[src/rtl/ps2_frame_rx_if.sv]
// Frame hand-off between the PS/2 receiver and the downstream 11-bit frame queue.
interface ps2_frame_rx_if;
  logic [10:0] frame;
  logic        enqueue;
  logic        full;

  modport master (output frame, output enqueue, input full);
  modport slave  (input frame, input enqueue, output full);
endinterface

[src/rtl/ps2_frame_rx.sv]
// PS/2 device-to-host frame receiver feeding an 11-bit frame queue.
// Define PS2_FRAME_CHECK_EN to reject frames with a bad start, stop or odd-parity bit.
module ps2_frame_rx #(
  parameter int TIMEOUT_CYCLES = 5000,
  parameter int SYNC_STAGES    = 2
) (
  input  logic                  clk,
  input  logic                  reset,
  input  logic                  ps2_clk,
  input  logic                  ps2_data,
  ps2_frame_rx_if.master        q,
  output logic                  busy,
  output logic                  frame_err,
  output logic                  overflow,
  output logic [7:0]            drop_count
);

  localparam int TW = $clog2(TIMEOUT_CYCLES + 1);
  localparam logic [TW-1:0] TMO_LAST = TW'(TIMEOUT_CYCLES - 1);

  typedef enum logic [1:0] {
    ST_IDLE  = 2'd0,
    ST_SHIFT = 2'd1,
    ST_PUSH  = 2'd2
  } state_t;

  state_t                 state_q;
  logic [SYNC_STAGES-1:0] clk_sync_q;
  logic [SYNC_STAGES-1:0] data_sync_q;
  logic                   clk_prev_q;
  logic [10:0]            shift_q;
  logic [10:0]            shift_d;
  logic [3:0]             bit_cnt_q;
  logic [TW-1:0]          tmo_q;
  logic [10:0]            frame_q;
  logic                   enqueue_q;
  logic                   busy_q;
  logic                   frame_err_q;
  logic                   overflow_q;
  logic [7:0]             drop_q;
  logic                   fall_s;
  logic                   data_s;

`ifdef PS2_FRAME_CHECK_EN
  function automatic logic frame_valid(input logic [10:0] f);
    return (f[0] == 1'b0) && (f[10] == 1'b1) && (^f[9:1] == 1'b1);
  endfunction
`endif

  assign fall_s  = clk_prev_q & ~clk_sync_q[SYNC_STAGES-1];
  assign data_s  = data_sync_q[SYNC_STAGES-1];
  assign shift_d = {data_s, shift_q[10:1]};

  // Synchronizers idle high like the open-collector PS/2 lines.
  always_ff @(posedge clk) begin
    if (reset) begin
      clk_sync_q  <= '1;
      data_sync_q <= '1;
      clk_prev_q  <= 1'b1;
    end else begin
      clk_sync_q  <= {clk_sync_q[SYNC_STAGES-2:0], ps2_clk};
      data_sync_q <= {data_sync_q[SYNC_STAGES-2:0], ps2_data};
      clk_prev_q  <= clk_sync_q[SYNC_STAGES-1];
    end
  end

  // Receive FSM with registered outputs; pulses default low every cycle.
  always_ff @(posedge clk) begin
    if (reset) begin
      state_q     <= ST_IDLE;
      shift_q     <= 11'd0;
      bit_cnt_q   <= 4'd0;
      tmo_q       <= '0;
      frame_q     <= 11'd0;
      enqueue_q   <= 1'b0;
      busy_q      <= 1'b0;
      frame_err_q <= 1'b0;
      overflow_q  <= 1'b0;
      drop_q      <= 8'd0;
    end else begin
      enqueue_q   <= 1'b0;
      frame_err_q <= 1'b0;
      overflow_q  <= 1'b0;
      case (state_q)
        ST_IDLE: begin
          tmo_q <= '0;
          if (fall_s && !data_s) begin
            shift_q   <= {1'b0, 10'd0};
            bit_cnt_q <= 4'd1;
            state_q   <= ST_SHIFT;
            busy_q    <= 1'b1;
          end else begin
            busy_q <= 1'b0;
          end
        end
        ST_SHIFT: begin
          if (fall_s) begin
            shift_q   <= shift_d;
            bit_cnt_q <= bit_cnt_q + 4'd1;
            tmo_q     <= '0;
            if (bit_cnt_q == 4'd10) begin
              state_q <= ST_PUSH;
            end else begin
              state_q <= ST_SHIFT;
            end
          end else if (tmo_q == TMO_LAST) begin
            frame_err_q <= 1'b1;
            state_q     <= ST_IDLE;
            busy_q      <= 1'b0;
          end else begin
            tmo_q <= tmo_q + TW'(1);
          end
        end
        ST_PUSH: begin
          // Any PS/2 edge seen in this single cycle is deliberately ignored.
          frame_q <= shift_q;
          state_q <= ST_IDLE;
          busy_q  <= 1'b0;
`ifdef PS2_FRAME_CHECK_EN
          if (!frame_valid(shift_q)) begin
            frame_err_q <= 1'b1;
          end else
`endif
          if (q.full) begin
            overflow_q <= 1'b1;
            if (drop_q != 8'hFF) begin
              drop_q <= drop_q + 8'd1;
            end
          end else begin
            enqueue_q <= 1'b1;
          end
        end
        default: begin
          state_q <= ST_IDLE;
          busy_q  <= 1'b0;
        end
      endcase
    end
  end

  assign q.frame     = frame_q;
  assign q.enqueue   = enqueue_q;
  assign busy        = busy_q;
  assign frame_err   = frame_err_q;
  assign overflow    = overflow_q;
  assign drop_count  = drop_q;

endmodule

[src/flat_wrapper.sv]
// flat-port wrapper written by rule: the top's interface ports become plain ports
module ps2_frame_rx_flat 
#(
  parameter int TIMEOUT_CYCLES = 5000,
  parameter int SYNC_STAGES    = 2
)
  (clk, reset, ps2_clk, ps2_data, busy, frame_err, overflow, drop_count, q_frame, q_enqueue, q_full);
  ps2_frame_rx_if q_i ();
  input  logic clk;
  input  logic reset;
  input  logic ps2_clk;
  input  logic ps2_data;
  output logic busy;
  output logic frame_err;
  output logic overflow;
  output logic [7:0] drop_count;
  output wire logic [$bits(q_i.frame)-1:0] q_frame;
  output wire logic [$bits(q_i.enqueue)-1:0] q_enqueue;
  input wire logic [$bits(q_i.full)-1:0] q_full;
  assign q_frame = q_i.frame;
  assign q_enqueue = q_i.enqueue;
  assign q_i.full = q_full;
  ps2_frame_rx #(.TIMEOUT_CYCLES(TIMEOUT_CYCLES), .SYNC_STAGES(SYNC_STAGES)) u_core (.clk(clk), .reset(reset), .ps2_clk(ps2_clk), .ps2_data(ps2_data), .q(q_i), .busy(busy), .frame_err(frame_err), .overflow(overflow), .drop_count(drop_count));
endmodule
[config.mk]
export PLATFORM = sky130hd
export DESIGN_NAME = ps2_frame_rx_flat
export DESIGN_NICKNAME = d
export VERILOG_FILES = /design/src/rtl/ps2_frame_rx_if.sv /design/src/rtl/ps2_frame_rx.sv /design/src/flat_wrapper.sv
export SDC_FILE = /design/constraint.sdc
export NUM_CORES = 1
export LEC_CHECK = 0
export BUFFER_PORTS_ARGS = -buffer_cell sky130_fd_sc_hd__clkbuf_2
export CORE_AREA = 4 4 103 105
export DETAILED_ROUTE_END_ITERATION = 8
export DIE_AREA = 0 0 107 109
export MAX_ROUTING_LAYER = met4
export PLACE_DENSITY = 0.39
export SYNTH_ARGS = -nofsm -noshare
export SYNTH_HDL_FRONTEND = slang
export SYNTH_SLANG_ARGS = --single-unit
[constraint.sdc]
create_clock -name clk -period 2.9 [get_ports clk]
set_input_delay 0.145 -clock clk [delete_from_list [all_inputs] [get_ports clk]]
set_output_delay 0.145 -clock clk [all_outputs]
set_load 0.005 [all_outputs]
==> flow_summary.ini, run 1 <==
[run_status]
run_status = finished clean

[final_layout]
multi_input_combinational_cell_area_sq_um = 1170
final-instance-count-excl-fill = 447
post-route-util_pct = 30.4
fill_cells = 1077
post_route_cells_drive_above_1_share_pct = 18.5
synthToLayoutAreaGrowth_pct = 22.4
antennaDiodeCount = 0
fin_nets = 318
final-seq-area_sq_um = 1160

[detailed_routing]
drt-wirelength-per-cell_um = 12.6
routed_wl_um = 5650
detailedRoute.firstPassIterationCount = 4
vias = 2025
first_iter_violations = 90
post_drt_via_cell_ratio = 4.53
drc = 0
antenna_violating_nets_post_route = 0

[timing]
unrepaired_setup_endpoints_after_global_routing = false
finalSetupViolations = 0
worst_pin_slew_ns = 0.931
setup_tns_ns = 0
final_cycle_share_pct = 72.8
slew_violations = 0
worst_clock_skew_ns = 0.0148
fmaxAchievable_mhz = 474
worst_slew_slack_as_a_fraction_of_its_limit_pct = 37.5
final.min_clock_period_ns = 2.11
hold_viol = 0
worst_hold_check_slack_ns = 0.403

[floorplanning]
top_ports = 28
placeableCoreArea_sq_um = 9640
chipHeight_um = 109
initial_cell_density_of_the_core_pct = 24.8
placement_rows = 36
fp.dieW_um = 107
die_area_sq_um = 11700

[clock_tree]
cts-root-to-sink-buffers = 2
tritoncts.num_buffers = 9
cts_tree = built
clock_insertion_delay_worst_skew_ns = 0.34
cts_sinks = 58
path_clk_slew_ns = 0.08
clock_tree.htree_level_count = 3
cts_root_buffer = clkbuf_8
number_of_buffers_inserted_by_post_cts_setup_repair = 0

[yosys]
synth.net_count = 286
synth.yosys.seq_area_share_pct = 48.5
ys_ff_latch = 58
ys_warn_count = 0
area_fraction_of_the_dominant_cell_type_after_synthesis_pct = 48.5
synthFlopType = dfxtp_1
synth_enable_flop_cells = 0
mean_post_synth_cell_area_sq_um = 8.64
synth_area_leaders = dfxtp_1 49%, nand2_1 7.2%, a21oi_1 6.7%
syn_inst = 277
synth.cell_area_sq_um = 2390
asyncSetResetFlopFracSynth_pct = 0
yosysMostFrequentCell = dfxtp_1
synthTopCellsByCount = 58 x dfxtp_1, 46 x nand2_1, 32 x a21oi_1
synth_cell_type_count = 48
synth_top_cell_by_area = dfxtp_1

[critical_path]
element_type_at_the_critical_path_start = flop
critical_path.endpoint_type = flop
crit_path_class = reg -> reg
critPathMaxStageDelay_ns = 0.54
path_cells = or4_4, or4_4, nor3b_4, and3_1, a211o_1
arrival_ns = 2.34
cp.required_ns = 3.13
slowest_stage = or4_4
critPathMostFrequentCell = or4_4
crit_fanout = 6

[global_routing]
grt_start_max_net_pins = 29
gr-usage-all-layers_pct = 10.8
antenna_found_initial = 0
first_global_vias = 1950
grt_overflow = 0
grt_first_pass_wirelength_um = 9660

[placement]
numPortBuffers = 27
finalWeightedCongestion = 0.686
placed_cells = 428
dp.final_hpwl_um = 3740

[pwr]
peakVddDrop_v = 0.000176
p_leak_nw = 1.03
power_density_nw_per_um2 = 575

[worst_hold_path]
min_delay_path_class = in -> reg

[job]
drv_cap = 0
## cell usage in the layout, fill, tap and decap left out, drive strengths merged, types with 2 or more instances in the layout
master       instances
dfxtp               58
nand2               46
clkbuf              37
a21oi               32
nand3               19
nor3                13
nor2                13
xnor2                6
inv                  5
or2                  5
or3                  4
ha                   4
o21ai                4
nor3b                4
or4                  4
nand2b               3
nor4                 3
nor2b                3
nand4                3
dlygate4sd3          3
buf                  3
clkinv               3
a2111oi              2
o31a                 2
a31oi                2
and3                 2
a211o                2
a21o                 2
o211ai               2
xor2                 2
o31ai                2
bufinv               2
and2                 2
## metal layers
layer / wire, um / vias to the layer above / track usage (%)
met3: 203 / 10 / 3.14
li1: - / 1055 / -
met5: 0 / - / -
met1: 2850 / 929 / 13.9
met2: 2480 / 31 / 15.6
met4: 123 / 0 / 5.21
## final timing paths
check	from	endpoint	slack, ns	cells after the start
setup / recovery	u_core.tmo_q[10]$_SDFFE_PP0P_	u_core.tmo_q[9]$_SDFFE_PP0P_	0.79	5
hold reg to reg	u_core.clk_sync_q[0]$_SDFF_PP1_	u_core.clk_sync_q[1]$_SDFF_PP1_	0.41	1
hold / removal	reset	u_core.drop_count[7]$_SDFFE_PP0P_	0.40	2
setup reg to reg	u_core.tmo_q[10]$_SDFFE_PP0P_	u_core.tmo_q[9]$_SDFFE_PP0P_	0.79	5
## metrics by stage
stage / power, mW / cell area [sq um] / worst slack (ns)
3_5_place_dp: 0.848 / 2670 / 0.787
5_1_grt: 1.76 / 2930 / 0.727
4_1_cts: 1.72 / 2930 / 0.776
6_report: 1.69 / 2930 / 0.788
3_3_place_gp: 0.848 / 2670 / 0.803
2_1_floorplan: 0.837 / 2390 / 0.915
## worst max-delay path, delay by kind of cell, from the launching register on
kind	cells	cell delay, ns
AO/OA/AOI/OAI	1	0.25
flip-flops	1	0.35
AND/OR/NAND/NOR	4	1.39
## kinds of logic after synthesis
| group | count (synthesis) | share of synthesized area, % |
|---|---|---|
| and+or+nand+nor | 127 | 26.9 |
| adders and majority gates | 4 | 2.09 |
| xor gates and xnor gates | 8 | 2.93 |
| buffers and inverters | 17 | 2.67 |
| muxes | 2 | 0.889 |
| DFF | 58 | 48.5 |
| AOI/OAI and AO/OA | 61 | 16.0 |
## state kept, by name, indices dropped and copies added (netlist names)
signal	count
u_core.bit_cnt_q	4
u_core.busy	1
u_core.clk_prev_q	1
u_core.clk_sync_q	2
u_core.data_sync_q	2
u_core.drop_count	8
u_core.frame_err	1
u_core.overflow	1
u_core.q.enqueue	1
u_core.q.frame	11
u_core.shift_q	11
u_core.state_q	2
u_core.tmo_q	13
## final cells by class
class	instances	share of cell area (%)
multi-input cells	202	39.9
inverters	5	0.640
repair buffers	33	6.40
well taps	133	5.68
clock inverters	6	3.07
flip-flops and latches	58	39.6
clock buffers	10	4.70
## timing repair
item / 4_1_cts / 5_1_grt
gates resized for setup: 0 / 0
hold buffers: 3 / 0
hold endpoints to repair: 3 / 0
## power by group
group	switching, mW	total [mW]	leakage (nW)	internal (mW)
sequential	0.00207	0.802	0.468	0.800
combinational	0.0199	0.0303	0.451	0.0104
clock	0.345	0.854	0.112	0.508
total	0.367	1.69	1.03	1.32
Power figures use the tool's default switching activity.
==> inputs of run 2 (changes only) <==
==> constraint.sdc (replaced) <==
create_clock -name clk -period 1.96 [get_ports clk]
set_input_delay 0.098 -clock clk [delete_from_list [all_inputs] [get_ports clk]]
set_output_delay 0.098 -clock clk [all_outputs]
set_load 0.005 [all_outputs]
==> run 2 against run 1 <==
Net effect:
- the flow now finishes with violations (setup timing)
- sequential power rose by 47%
- final area is 5.6% higher
- combinational power increased by 64%
- die area is the same
- critical path type unchanged
- highest routed layer unchanged
==> flow_summary.ini, run 2 (synthesized netlist as in run 1, its figures left out) <==
[critical_path]
beginning_of_the_critical_path = u_core.tmo_q[10]$_SDFFE_PP0P_
regToRegEndpoint = u_core.tmo_q[9]$_SDFFE_PP0P_
crit_fanout = 4
arrival_ns = 2.22
element_type_at_the_critical_path_start = flop
critical_path.endpoint_type = flop
critPathMaxStageDelay_ns = 0.52
worst_setup_path_endpoint = u_core.tmo_q[9]$_SDFFE_PP0P_
reg2reg_from = u_core.tmo_q[10]$_SDFFE_PP0P_
worst_r2r_path_depth = 5
reg2reg_setup_slack_ns = -0.03
crit_path_class = reg -> reg
critPathMostFrequentCell = or4_4
path_cells = or4_4, or4_4, nor3b_4, and3_1, a211o_1
cp.required_ns = 2.19
slowest_stage = or4_4

[detailed_routing]
drt-wirelength-per-cell_um = 12.2
post_drt_via_cell_ratio = 4.47
vias = 2110
first_iter_violations = 64
detailedRoute.firstPassIterationCount = 4
drc = 0
routed_wl_um = 5760
antenna_violating_nets_post_route = 0

[run_status]
run_status = finished with violations
violations = setup timing

[timing]
worst_slew_slack_as_a_fraction_of_its_limit_pct = 59.2
slew_violations = 0
fmaxAchievable_mhz = 501
finalSetupViolations = 2
hold_viol = 0
final.min_clock_period_ns = 1.99
unrepaired_setup_endpoints_after_global_routing = true
worst_clock_skew_ns = 0.0116
setup_ws_ns = -0.0344
worst_hold_check_slack_ns = 0.209
final_cycle_share_pct = 102
worst_pin_slew_ns = 0.611

[final_layout]
fin_nets = 343
max_ffs_per_register = 13
layout.cells.most_common = dfxtp_1
most-common-layout-cells = 58 x dfxtp_1, 46 x nand2_1, 32 x a21oi_1
post_route_cells_drive_above_1_share_pct = 24.5
summed_area_of_non_filler_cells_in_the_final_layout_sq_um = 3090
largest-register = u_core.tmo_q
synthToLayoutAreaGrowth_pct = 29.2
antennaDiodeCount = 0
post-route-util_pct = 32.1

[pwr]
p_int_mw = 1.80
peakVddDrop_v = 0.000342
p_leak_nw = 1.13
p_clk_share_pct = 47.6
switching_share_pct = 23.8
power_density_nw_per_um2 = 762
combPwrFrac_pct = 2.1
power_switching_uw = 562
power.total_mw = 2.36
power.sequential.fraction_pct = 50.3

[placement]
finalWeightedCongestion = 0.738
total_cell_area_at_the_placement_stage_sq_um = 2850
dp.final_hpwl_um = 4000
numPortBuffers = 27

[clock_tree]
cts_tree = built
cts_root_buffer = clkbuf_8
clock_insertion_delay_worst_skew_ns = 0.34
cts-root-to-sink-buffers = 2
cts_sinks = 58
clock_tree.htree_level_count = 3
path_clk_slew_ns = 0.08
tritoncts.num_buffers = 9
cts-resized-gates = 0

[job]
drv_cap = 0

[global_routing]
grt_first_pass_wirelength_um = 9770
gr-usage-all-layers_pct = 11.0
grt_overflow = 0
grt_start_max_net_pins = 23
first_global_vias = 2049
antenna_found_initial = 0

[floorplanning]
die_area_sq_um = 11700
placement_rows = 36
fp.dieW_um = 107
initial_cell_density_of_the_core_pct = 24.8
top_ports = 28
placeableCoreArea_sq_um = 9640
chipHeight_um = 109

[worst_hold_path]
min_delay_path_class = in -> reg
[run 2: area by class of cell]
class                      count  area [sq um]
multi-input combinational    202          1170
clock inverter                 7          78.8
fill                        1046          6550
clock buffer                   9           124
sequential                    58          1160
tap                          133           166
timing repair buffer          58           375
inverter                       5          18.8
[run 2: timing repair]
item	in CTS	in global routing
buffers inserted	1	0
hold endpoints to repair	3	0
hold buffers	3	0
setup endpoints to repair	3	6
[run 2: worst min-delay path by stage]
stage / cells after the start / to / from
floorplan: 1 / u_core.q.enqueue$_SDFF_PP0_ / q_full
global placement: 2 / u_core.clk_sync_q[0]$_SDFF_PP1_ / ps2_clk
detailed placement: 2 / u_core.clk_sync_q[0]$_SDFF_PP1_ / ps2_clk
CTS: 2 / u_core.bit_cnt_q[0]$_SDFFE_PP0P_ / reset
global route: 2 / u_core.drop_count[7]$_SDFFE_PP0P_ / reset
finish: 2 / u_core.bit_cnt_q[0]$_SDFFE_PP0P_ / reset
[run 2: routing by layer]
metal  track usage, %  part of all wire [%]
met2             17.1                    44
met3             2.90                   3.1
met5                -                     0
met1             13.4                    51
met4             5.21                   1.5
[run 2: stage by stage]
step,setup TNS [ns],cells,worst slack [ns]
2_1_floorplan,-0.0249,277,-0.0249
3_3_place_gp,-0.0271,452,-0.0271
3_5_place_dp,-0.0496,452,-0.0354
4_1_cts,-0.0416,472,-0.0339
5_1_grt,-0.204,472,-0.0732
6_report,-0.0380,472,-0.0344
[run 2: worst max-delay path: cells and delay by family, from the launching register on]
family | cells | cell delay, ns
simple gates | 4 | 1.33
flops | 1 | 0.31
compound gates | 1 | 0.25
[run 2: power groups by stage]
stage	sequential, mW	clock [mW]	combinational (mW)
after CTS	1.18	1.18	0.0511
after detailed placement	1.21	0	0.0464
final	1.18	1.12	0.0498
after global placement	1.21	0	0.0466
after global routing	1.19	1.22	0.0566
after floorplan	1.21	0	0.0264
==> inputs of run 3 (changes only) <==
--- a/config.mk
+++ b/config.mk
@@ -6,11 +6,13 @@
 export NUM_CORES = 1
 export LEC_CHECK = 0
 export BUFFER_PORTS_ARGS = -buffer_cell sky130_fd_sc_hd__clkbuf_2
+export CELL_PAD_IN_SITES_DETAIL_PLACEMENT = 1
+export CELL_PAD_IN_SITES_GLOBAL_PLACEMENT = 2
 export CORE_AREA = 4 4 103 105
 export DETAILED_ROUTE_END_ITERATION = 8
 export DIE_AREA = 0 0 107 109
 export MAX_ROUTING_LAYER = met4
-export PLACE_DENSITY = 0.39
+export PLACE_DENSITY = 0.58
 export SYNTH_ARGS = -nofsm -noshare
 export SYNTH_HDL_FRONTEND = slang
 export SYNTH_SLANG_ARGS = --single-unit
==> constraint.sdc (replaced) <==
create_clock -name clk -period 1.96 [get_ports clk]
set_input_delay 0.098 -clock clk [delete_from_list [all_inputs] [get_ports clk]]
set_output_delay 0.098 -clock clk [all_outputs]
set_load 0.1 [all_outputs]
==> run 3 against run 2 <==
Net effect:
- the flow still finishes with violations (setup timing)
- fmax down 0.30%
- register-to-register slack about the same
- die area unchanged
- non-clock buffer count up 3
- worst hold slack better by 0.030 ns
- clock skew up 0.0036 ns
- clock-buffer cell count up 4
- global-route usage up 1.5 points
- final area up 2.8%
==> flow_summary.ini, run 3 (synthesized netlist as in run 1, its figures left out) <==
[clock_tree]
clock_insertion_delay_worst_skew_ns = 0.34
cts-root-to-sink-buffers = 2
cts_tree = built
cts_sinks = 58
clock_tree.htree_level_count = 3
tritoncts.num_buffers = 9
path_clk_slew_ns = 0.07
cts_root_buffer = clkbuf_8

[detailed_routing]
vias = 2172
drc = 0
antenna_violating_nets_post_route = 0
first_iter_violations = 92
detailedRoute.firstPassIterationCount = 4
drt-wirelength-per-cell_um = 13.8
routed_wl_um = 6530
post_drt_via_cell_ratio = 4.57

[placement]
numPortBuffers = 27
finalWeightedCongestion = 0.718
dp.final_hpwl_um = 4600
placement.setup.worst_slack_ns = -0.0466

[critical_path]
worst_r2r_path_depth = 5
critical_path.endpoint_type = flop
crit_path_class = reg -> reg
arrival_ns = 2.23
cp.required_ns = 2.19
reg2reg_from = u_core.tmo_q[10]$_SDFFE_PP0P_
crit_fanout = 4
reg2reg_setup_slack_ns = -0.04
regToRegEndpoint = u_core.tmo_q[9]$_SDFFE_PP0P_
element_type_at_the_critical_path_start = flop

[worst_hold_path]
worstHoldStart = reset
worst_hold_stages = 3
whs_endpoint = u_core.drop_count[1]$_SDFFE_PP0P_
min_delay_path_class = in -> reg

[timing]
worst_clock_skew_ns = 0.0152
setup_ws_ns = -0.0405
worst_hold_check_slack_ns = 0.239
fmaxAchievable_mhz = 500
worst_pin_slew_ns = 0.595
hold_viol = 0
worst_slew_slack_as_a_fraction_of_its_limit_pct = 60.3
unrepaired_setup_endpoints_after_global_routing = true
final_cycle_share_pct = 102
finalSetupViolations = 3
slew_violations = 0
final.min_clock_period_ns = 2.00
setup_tns_ns = -0.0661

[global_routing]
grt_overflow = 0
grt_first_pass_wirelength_um = 11000
antenna_found_initial = 0
gr-usage-all-layers_pct = 12.5
first_global_vias = 2228
grt_start_max_net_pins = 30

[final_layout]
post-route-util_pct = 33.0
fill_cells = 1181
largest-register = u_core.tmo_q
most-common-layout-cells = 49 x dfxtp_1, 46 x nand2_1, 32 x a21oi_1
post_route_cells_drive_above_1_share_pct = 28.1
synthToLayoutAreaGrowth_pct = 32.8
layout.cells.most_common = dfxtp_1
max_ffs_per_register = 13
fin_nets = 346
antennaDiodeCount = 0

[pwr]
p_leak_nw = 1.18
power_density_nw_per_um2 = 776
peakVddDrop_v = 0.000356

[floorplanning]
die_area_sq_um = 11700
placeableCoreArea_sq_um = 9640
fp.dieW_um = 107
placement_rows = 36
top_ports = 28
chipHeight_um = 109
initial_cell_density_of_the_core_pct = 24.8

[run_status]
run_status = finished with violations
violations = setup timing

[job]
drv_cap = 0
==> run 3: timing repair <==
item / CTS / global route
buffers inserted: 1 / 0
hold buffers: 3 / 0
setup endpoints to repair: 3 / 6
pin swaps: 0 / 3
gates resized for setup: 0 / 6
endpoints found under the hold margin: 3 / 0
==> run 3: per-stage QoR <==
step | std cells | area, sq um | power [mW]
finish | 475 | 3180 | 2.47
global route | 475 | 3180 | 2.56
CTS | 475 | 3150 | 2.52
detailed placement | 455 | 2890 | 1.26
global placement | 455 | 2890 | 1.26
floorplan | 277 | 2410 | 1.24
==> run 3: power breakdown <==
| group | total [mW] | switching [mW] | leakage [nW] | internal, mW |
|---|---|---|---|---|
| logic | 0.0542 | 0.0336 | 0.591 | 0.0206 |
| clock network | 1.23 | 0.494 | 0.115 | 0.735 |
| registers | 1.18 | 0.00277 | 0.473 | 1.18 |
| total | 2.47 | 0.531 | 1.18 | 1.94 |
==> run 3: worst max path at each step <==
stage | from | end | slack [ns] | cells past startpoint
CTS | u_core.tmo_q[10]$_SDFFE_PP0P_ | u_core.tmo_q[9]$_SDFFE_PP0P_ | -0.05 | 5
detailed placement | u_core.tmo_q[10]$_SDFFE_PP0P_ | u_core.tmo_q[9]$_SDFFE_PP0P_ | -0.05 | 5
global placement | u_core.tmo_q[10]$_SDFFE_PP0P_ | u_core.tmo_q[9]$_SDFFE_PP0P_ | -0.02 | 5
finish | u_core.tmo_q[10]$_SDFFE_PP0P_ | u_core.tmo_q[9]$_SDFFE_PP0P_ | -0.04 | 5
global route | u_core.tmo_q[10]$_SDFFE_PP0P_ | u_core.tmo_q[9]$_SDFFE_PP0P_ | -0.08 | 5
floorplan | u_core.tmo_q[10]$_SDFFE_PP0P_ | u_core.tmo_q[9]$_SDFFE_PP0P_ | -0.02 | 5
==> run 3: cell type report <==
cell class	count	area, sq um	area share [%]
multi-input combinational	202	1190	37.6
sequential	58	1180	37.0
timing repair buffer	61	398	12.5
clock buffer	13	180	5.67
tap	133	166	5.23
clock inverter	3	43.8	1.38
inverter	5	18.8	0.590
==> run 3: critical path: stages, from the launching register on <==
cell and delay, ns:
dfxtp_2 0.32, or4_4 0.53, or4_4 0.45, nor3b_4 0.17, and3_1 0.17, a211o_1 0.26
==> run 3: metal layers <==
layer / vias to the layer above / wire (um) / global-route usage, %
met4: 0 / 99 / 4.93
met3: 6 / 202 / 3.43
met1: 1039 / 3430 / 16.8
met5: - / 0 / -
li1: 1100 / - / -
met2: 27 / 2800 / 17.6
